$ cat src/rtl/cpu_pipe_pkg.sv
// Shared definitions for the MIPS pipeline registers: register-number width,
// reset PC, PC step and the packed-channel slicing helper.
package cpu_pipe_pkg;

  localparam int          A3_W     = 5;
  localparam logic [4:0]  A3_ZERO  = 5'd0;
  localparam logic [31:0] PC_RST_D = 32'h0000_3000;
  localparam logic [31:0] PC_STEP  = 32'd4;

  // LSB position of channel k in a bus of DW-wide packed channels.
  function automatic int chan_lsb(input int k, input int dw);
    return k * dw;
  endfunction

endpackage

$ cat src/rtl/pipe_stage_reg_sat_counter.sv
// Saturating event counter: counts up on inc, sticks at all-ones, cleared
// only by reset.
module sat_counter #(
  parameter int W = 16
) (
  input  logic         clk,
  input  logic         reset,
  input  logic         inc,
  output logic [W-1:0] q
);

  // Next value with saturation at the maximum code instead of wrapping.
  function automatic logic [W-1:0] sat_inc(input logic [W-1:0] v);
    if (&v) return v;
    return v + 1'b1;
  endfunction

  logic [W-1:0] cnt_p1;

  // Counter register; reset beats a coincident increment.
  always_ff @(posedge clk) begin
    if (reset)    cnt_p1 <= '0;
    else if (inc) cnt_p1 <= sat_inc(cnt_p1);
  end

  assign q = cnt_p1;

endmodule

$ cat src/rtl/pipe_stage_reg.sv
// Parametrised inter-stage pipeline register for the 5-stage MIPS core.
// Carries valid, A3, NCH data channels, PC and PC+4 with stall (hold) and
// flush (bubble) control plus saturating stall/flush event counters.
module pipe_stage_reg
  import cpu_pipe_pkg::*;
#(
  parameter int          DW               = 32,
  parameter int          NCH              = 2,
  parameter logic [31:0] PC_RST           = PC_RST_D,
  parameter bit          KEEP_PC_ON_FLUSH = 1'b1,
  parameter int          CNT_W            = 16
) (
  input  logic              clk,
  input  logic              reset,
  input  logic              stall,
  input  logic              flush,
  input  logic              in_valid,
  input  logic [A3_W-1:0]   in_a3,
  input  logic [NCH*DW-1:0] in_data,
  input  logic [31:0]       in_pc,
  input  logic [31:0]       in_pc4,
  output logic              out_valid,
  output logic [A3_W-1:0]   out_a3,
  output logic [NCH*DW-1:0] out_data,
  output logic [31:0]       out_pc,
  output logic [31:0]       out_pc4,
  output logic [CNT_W-1:0]  stall_cnt,
  output logic [CNT_W-1:0]  flush_cnt
);

  localparam logic [31:0] PC4_RST = PC_RST + PC_STEP;

  logic              vld_p1;
  logic [A3_W-1:0]   a3_p1;
  logic [NCH*DW-1:0] data_p1;
  logic [31:0]       pc_p1;
  logic [31:0]       pc4_p1;

  // ---- stage boundary: input -> registered outputs ----

  // Control and A3: an invalid or flushed slot always carries A3=0 so it can
  // never match a forwarding source or write the register file.
  always_ff @(posedge clk) begin
    if (reset || flush) begin
      vld_p1 <= 1'b0;
      a3_p1  <= A3_ZERO;
    end else if (!stall) begin
      vld_p1 <= in_valid;
      a3_p1  <= in_valid ? in_a3 : A3_ZERO;
    end
  end

  // PC pair: a bubble optionally keeps the incoming PC for EPC tracking.
  always_ff @(posedge clk) begin
    if (reset) begin
      pc_p1  <= PC_RST;
      pc4_p1 <= PC4_RST;
    end else if (flush) begin
      pc_p1  <= KEEP_PC_ON_FLUSH ? in_pc  : PC_RST;
      pc4_p1 <= KEEP_PC_ON_FLUSH ? in_pc4 : PC4_RST;
    end else if (!stall) begin
      pc_p1  <= in_pc;
      pc4_p1 <= in_pc4;
    end
  end

  // Data channels, one register per channel slice.
  for (genvar k = 0; k < NCH; k++) begin : g_chan
    always_ff @(posedge clk) begin
      if (reset || flush)
        data_p1[chan_lsb(k, DW) +: DW] <= '0;
      else if (!stall)
        data_p1[chan_lsb(k, DW) +: DW] <= in_data[chan_lsb(k, DW) +: DW];
    end
  end

  assign out_valid = vld_p1;
  assign out_a3    = a3_p1;
  assign out_data  = data_p1;
  assign out_pc    = pc_p1;
  assign out_pc4   = pc4_p1;

  // A flush overrides a coincident stall, so that cycle is not a stall event.
  sat_counter #(.W(CNT_W)) u_stall_cnt (
    .clk   (clk),
    .reset (reset),
    .inc   (stall & ~flush),
    .q     (stall_cnt)
  );

  sat_counter #(.W(CNT_W)) u_flush_cnt (
    .clk   (clk),
    .reset (reset),
    .inc   (flush),
    .q     (flush_cnt)
  );

endmodule

$ cat config.mk
export PLATFORM = sky130hd
export DESIGN_NAME = pipe_stage_reg
export DESIGN_NICKNAME = d
export VERILOG_FILES = /design/src/rtl/cpu_pipe_pkg.sv /design/src/rtl/pipe_stage_reg_sat_counter.sv /design/src/rtl/pipe_stage_reg.sv
export SDC_FILE = /design/constraint.sdc
export NUM_CORES = 1
export LEC_CHECK = 0
export ABC_CLOCK_PERIOD_IN_PS = 2400
export CAP_MARGIN = 5
export CORE_MARGIN = 2
export CORE_UTILIZATION = 42
export CTS_BUF_LIST = sky130_fd_sc_hd__clkbuf_2
export CTS_CLUSTER_DIAMETER = 80
export DETAILED_ROUTE_END_ITERATION = 16
export HOLD_SLACK_MARGIN = 0.12
export PLACE_DENSITY = 0.9
export SLEW_MARGIN = 20
export SYNTH_ARGS = -nofsm -noshare
export SYNTH_HDL_FRONTEND = slang
export SYNTH_SLANG_ARGS = --single-unit
$ cat constraint.sdc
create_clock -name clk -period 2.4 [get_ports clk]
set_input_delay 0.48 -clock clk [delete_from_list [all_inputs] [get_ports clk]]
set_output_delay 0.48 -clock clk [all_outputs]
set_load 0.01 [all_outputs]
==> results.json <==
{
  "synthCells": 694,
  "ys_seq_area_share_pct": 53.0,
  "gp_congestion": 0.840,
  "ys_top_cells_by_count": "166 x dfxtp_1, 137 x nand2_1, 82 x nor2_1, 81 x a21oi_1, 66 x mux2i_1",
  "clock_path_buffers": 2,
  "run_status": "finished, final reports clean",
  "ys_ff_latch": 166,
  "die_h_um": 126,
  "syn_avg_cell_area_um2": 9.04,
  "period_share_pct": 94.1,
  "worstPathMaxFanout": 6,
  "vias_per_cell": 5.13,
  "period_minus_slack_ns": 2.26,
  "start_kind": "flop",
  "critical_path.top_delay_family": "buffers and inverters",
  "ant_nets": 0,
  "required_ns": 1.92,
  "cts_max_level": 4,
  "netlist.top_cell.by_area": "dfxtp_1",
  "ctsRootBufferMaster": "clkbuf_2",
  "fin_worst_skew_ns": 0.0243,
  "synth_edf_count": 0,
  "first_pass_iters": 6,
  "async_flop_share_pct": 0,
  "power_mw": 5.29,
  "cts_tree": "built",
  "sequentialPowerShare_pct": 55.4,
  "swShare_pct": 25.6,
  "ir_drop_mv": 0.364,
  "clock-sinks": 166,
  "tightest_slew_ns": 0.715,
  "cts_hold_buf": 0,
  "grt_max_degree": 101,
  "arrival_ns": 1.78,
  "insertion_delay_ns": 0.70,
  "start_util_pct": 43.0,
  "p_int_mw": 3.94,
  "slew_violations": 0,
  "hold_viol_final": 0,
  "grt_pass1_wl_mm": 29.1,
  "overflow": 0,
  "yosys.area.top_type_share_pct": 53.0,
  "slew_headroom_pct": 52.3,
  "yosysMostFrequentCell": "dfxtp_1",
  "crit_type": "flop to primary output",
  "clk_pin_slew_ns": 0.23,
  "area_delta_synth_final_pct": 55.4,
  "cap_violations": 0,
  "cts-buffers-inserted": 17,
  "drt_iter0_markers": 416,
  "core-area_mm2": 0.0146,
  "layout-drive-gt1-share_pct": 6.95,
  "p_sw_mw": 1.36,
  "wirelength_mm": 18.2,
  "fmax_mhz": 443,
  "port_buffers": 303,
  "hold_path_class": "input pin to flop",
  "fp.dieW_um": 126,
  "path_cells": "clkdlybuf4s50_1",
  "setup_violations": 0,
  "grt_usage_pct": 22.5,
  "fp-row-count": 44,
  "yosys_most_used_dff": "dfxtp_1",
  "post_drt_wl_per_cell_um": 15.5,
  "tns_ns": 0,
  "crit_buf_inv": 1,
  "crit_slowest_cell": "clkdlybuf4s50_1",
  "syn-cell-area_mm2": 0.00627,
  "antenna_found_initial": 1,
  "die_area_mm2": 0.0159,
  "drcViolationCount": 0,
  "dpl.hpwl_mm": 13.3,
  "ys_warn_count": 0,
  "p_comb_share_pct": 15.5,
  "clkPwrFrac_pct": 29.2,
  "grt_pass1_vias": 6064,
  "rsz0062_at_grt": "no",
  "synth.area.top_cells": "dfxtp_1 53%, mux2i_1 11%, nand2_1 8.2%",
  "io_pins": 304,
  "max_stage_delay_ns": 0.58,
  "power_density_mw_per_mm2": 543,
  "endpoint_kind": "primary output",
  "p_leak_nw": 3.80,
  "vias": 6039,
  "syn_nets": 834,
  "final_nets": 1121,
  "synth.distinct_cells": 45
}
## metal layers
metal | routed length (um) | global-route usage (%) | up-vias
li1 | - | - | 2951
met1 | 6870 | 23.7 | 2783
met2 | 9110 | 39.9 | 261
met3 | 1670 | 9.26 | 44
met4 | 578 | 9.18 | 0
met5 | 0 | 0 | -
## power by group through the flow
stage	logic (mW)	registers (mW)	clock network (mW)
floorplan	0.261	3.03	0
global placement	0.808	2.98	0
detailed placement	0.823	2.99	0
CTS	0.828	2.93	1.60
global route	0.883	2.95	1.72
finish	0.820	2.93	1.54
## through the flow
step | cells | util [%] | worst slack, ns | instance area [um2] | hold slack [ns]
floorplan | 694 | - | 0.612 | 6270 | 0.476
global placement | 1145 | 64.9 | 0.0681 | 9470 | 0.437
detailed placement | 1145 | 64.9 | 0.0282 | 9470 | 0.444
CTS | 1176 | 66.6 | 0.0113 | 9720 | 0.178
global route | 1178 | 66.8 | 0.00332 | 9750 | 0.163
finish | 1178 | 66.8 | 0.141 | 9750 | 0.257
## kinds of logic after synthesis
kind of cell | after synthesis | share of synthesized area [%]
AOI/OAI and AO/OA | 110 | 10.1
xor gates and xnor gates | 2 | 0.279
adders and majority gates | 2 | 0.399
buffers and inverters | 51 | 3.49
DFF | 166 | 53.0
muxes | 70 | 11.2
and+or+nand+nor | 293 | 21.5
## cells in the final DEF, fill, tap and decap left out, types with 3 or more instances in the layout
master             n
clkinv_1           3
mux2_1             3
or3_1              5
nor2_1            82
nand3_1            7
a21oi_1           81
o31ai_1           12
nand2_1          137
a22oi_1            5
nand3b_1           6
bufinv_16          3
dfxtp_2           17
nand4_1            8
and4_1             4
nor2b_1            4
and3_1             4
or4_1             13
clkdlybuf4s50_1  301
nor4_1             3
buf_12             4
inv_1              5
o21ai_0            4
dfxtp_1          149
mux2i_1           66
nor3_1             7
clkbuf_2          18
buf_4              8
## registers in the layout, summed over array words and instances, names as in the netlist
signal         flops
out_pc4           32
out_a3             5
u_flush_cnt.q     16
u_stall_cnt.q     16
out_data          64
out_pc            32
out_valid          1
## final cells by class
cell class | instances | area [um2]
inverters | 5 | 18.8
clock buffers | 18 | 90.1
fillers | 1130 | 4840
multi-input cells | 477 | 2750
flip-flops and latches | 166 | 3340
well taps | 184 | 230
clock inverters | 13 | 156
diodes | 1 | 2.50
repair buffers | 314 | 3160
## final timing paths
path	start	to	slack (ns)	cells past startpoint
worst max register to register	u_stall_cnt.q[1]	u_stall_cnt.q[1]	0.29	6
worst min-delay path	stall	u_stall_cnt.q[12]	0.26	5
worst max-delay path	u_flush_cnt.q[9]	flush_cnt[9]	0.14	1
worst min register to register	out_pc[17]	out_pc[17]	0.46	2
## what timing repair did
action	4_1_cts	5_1_grt
buffers inserted	0	1
setup endpoints to repair	1	16
resized for setup	1	16
Power figures use the tool's default switching activity.
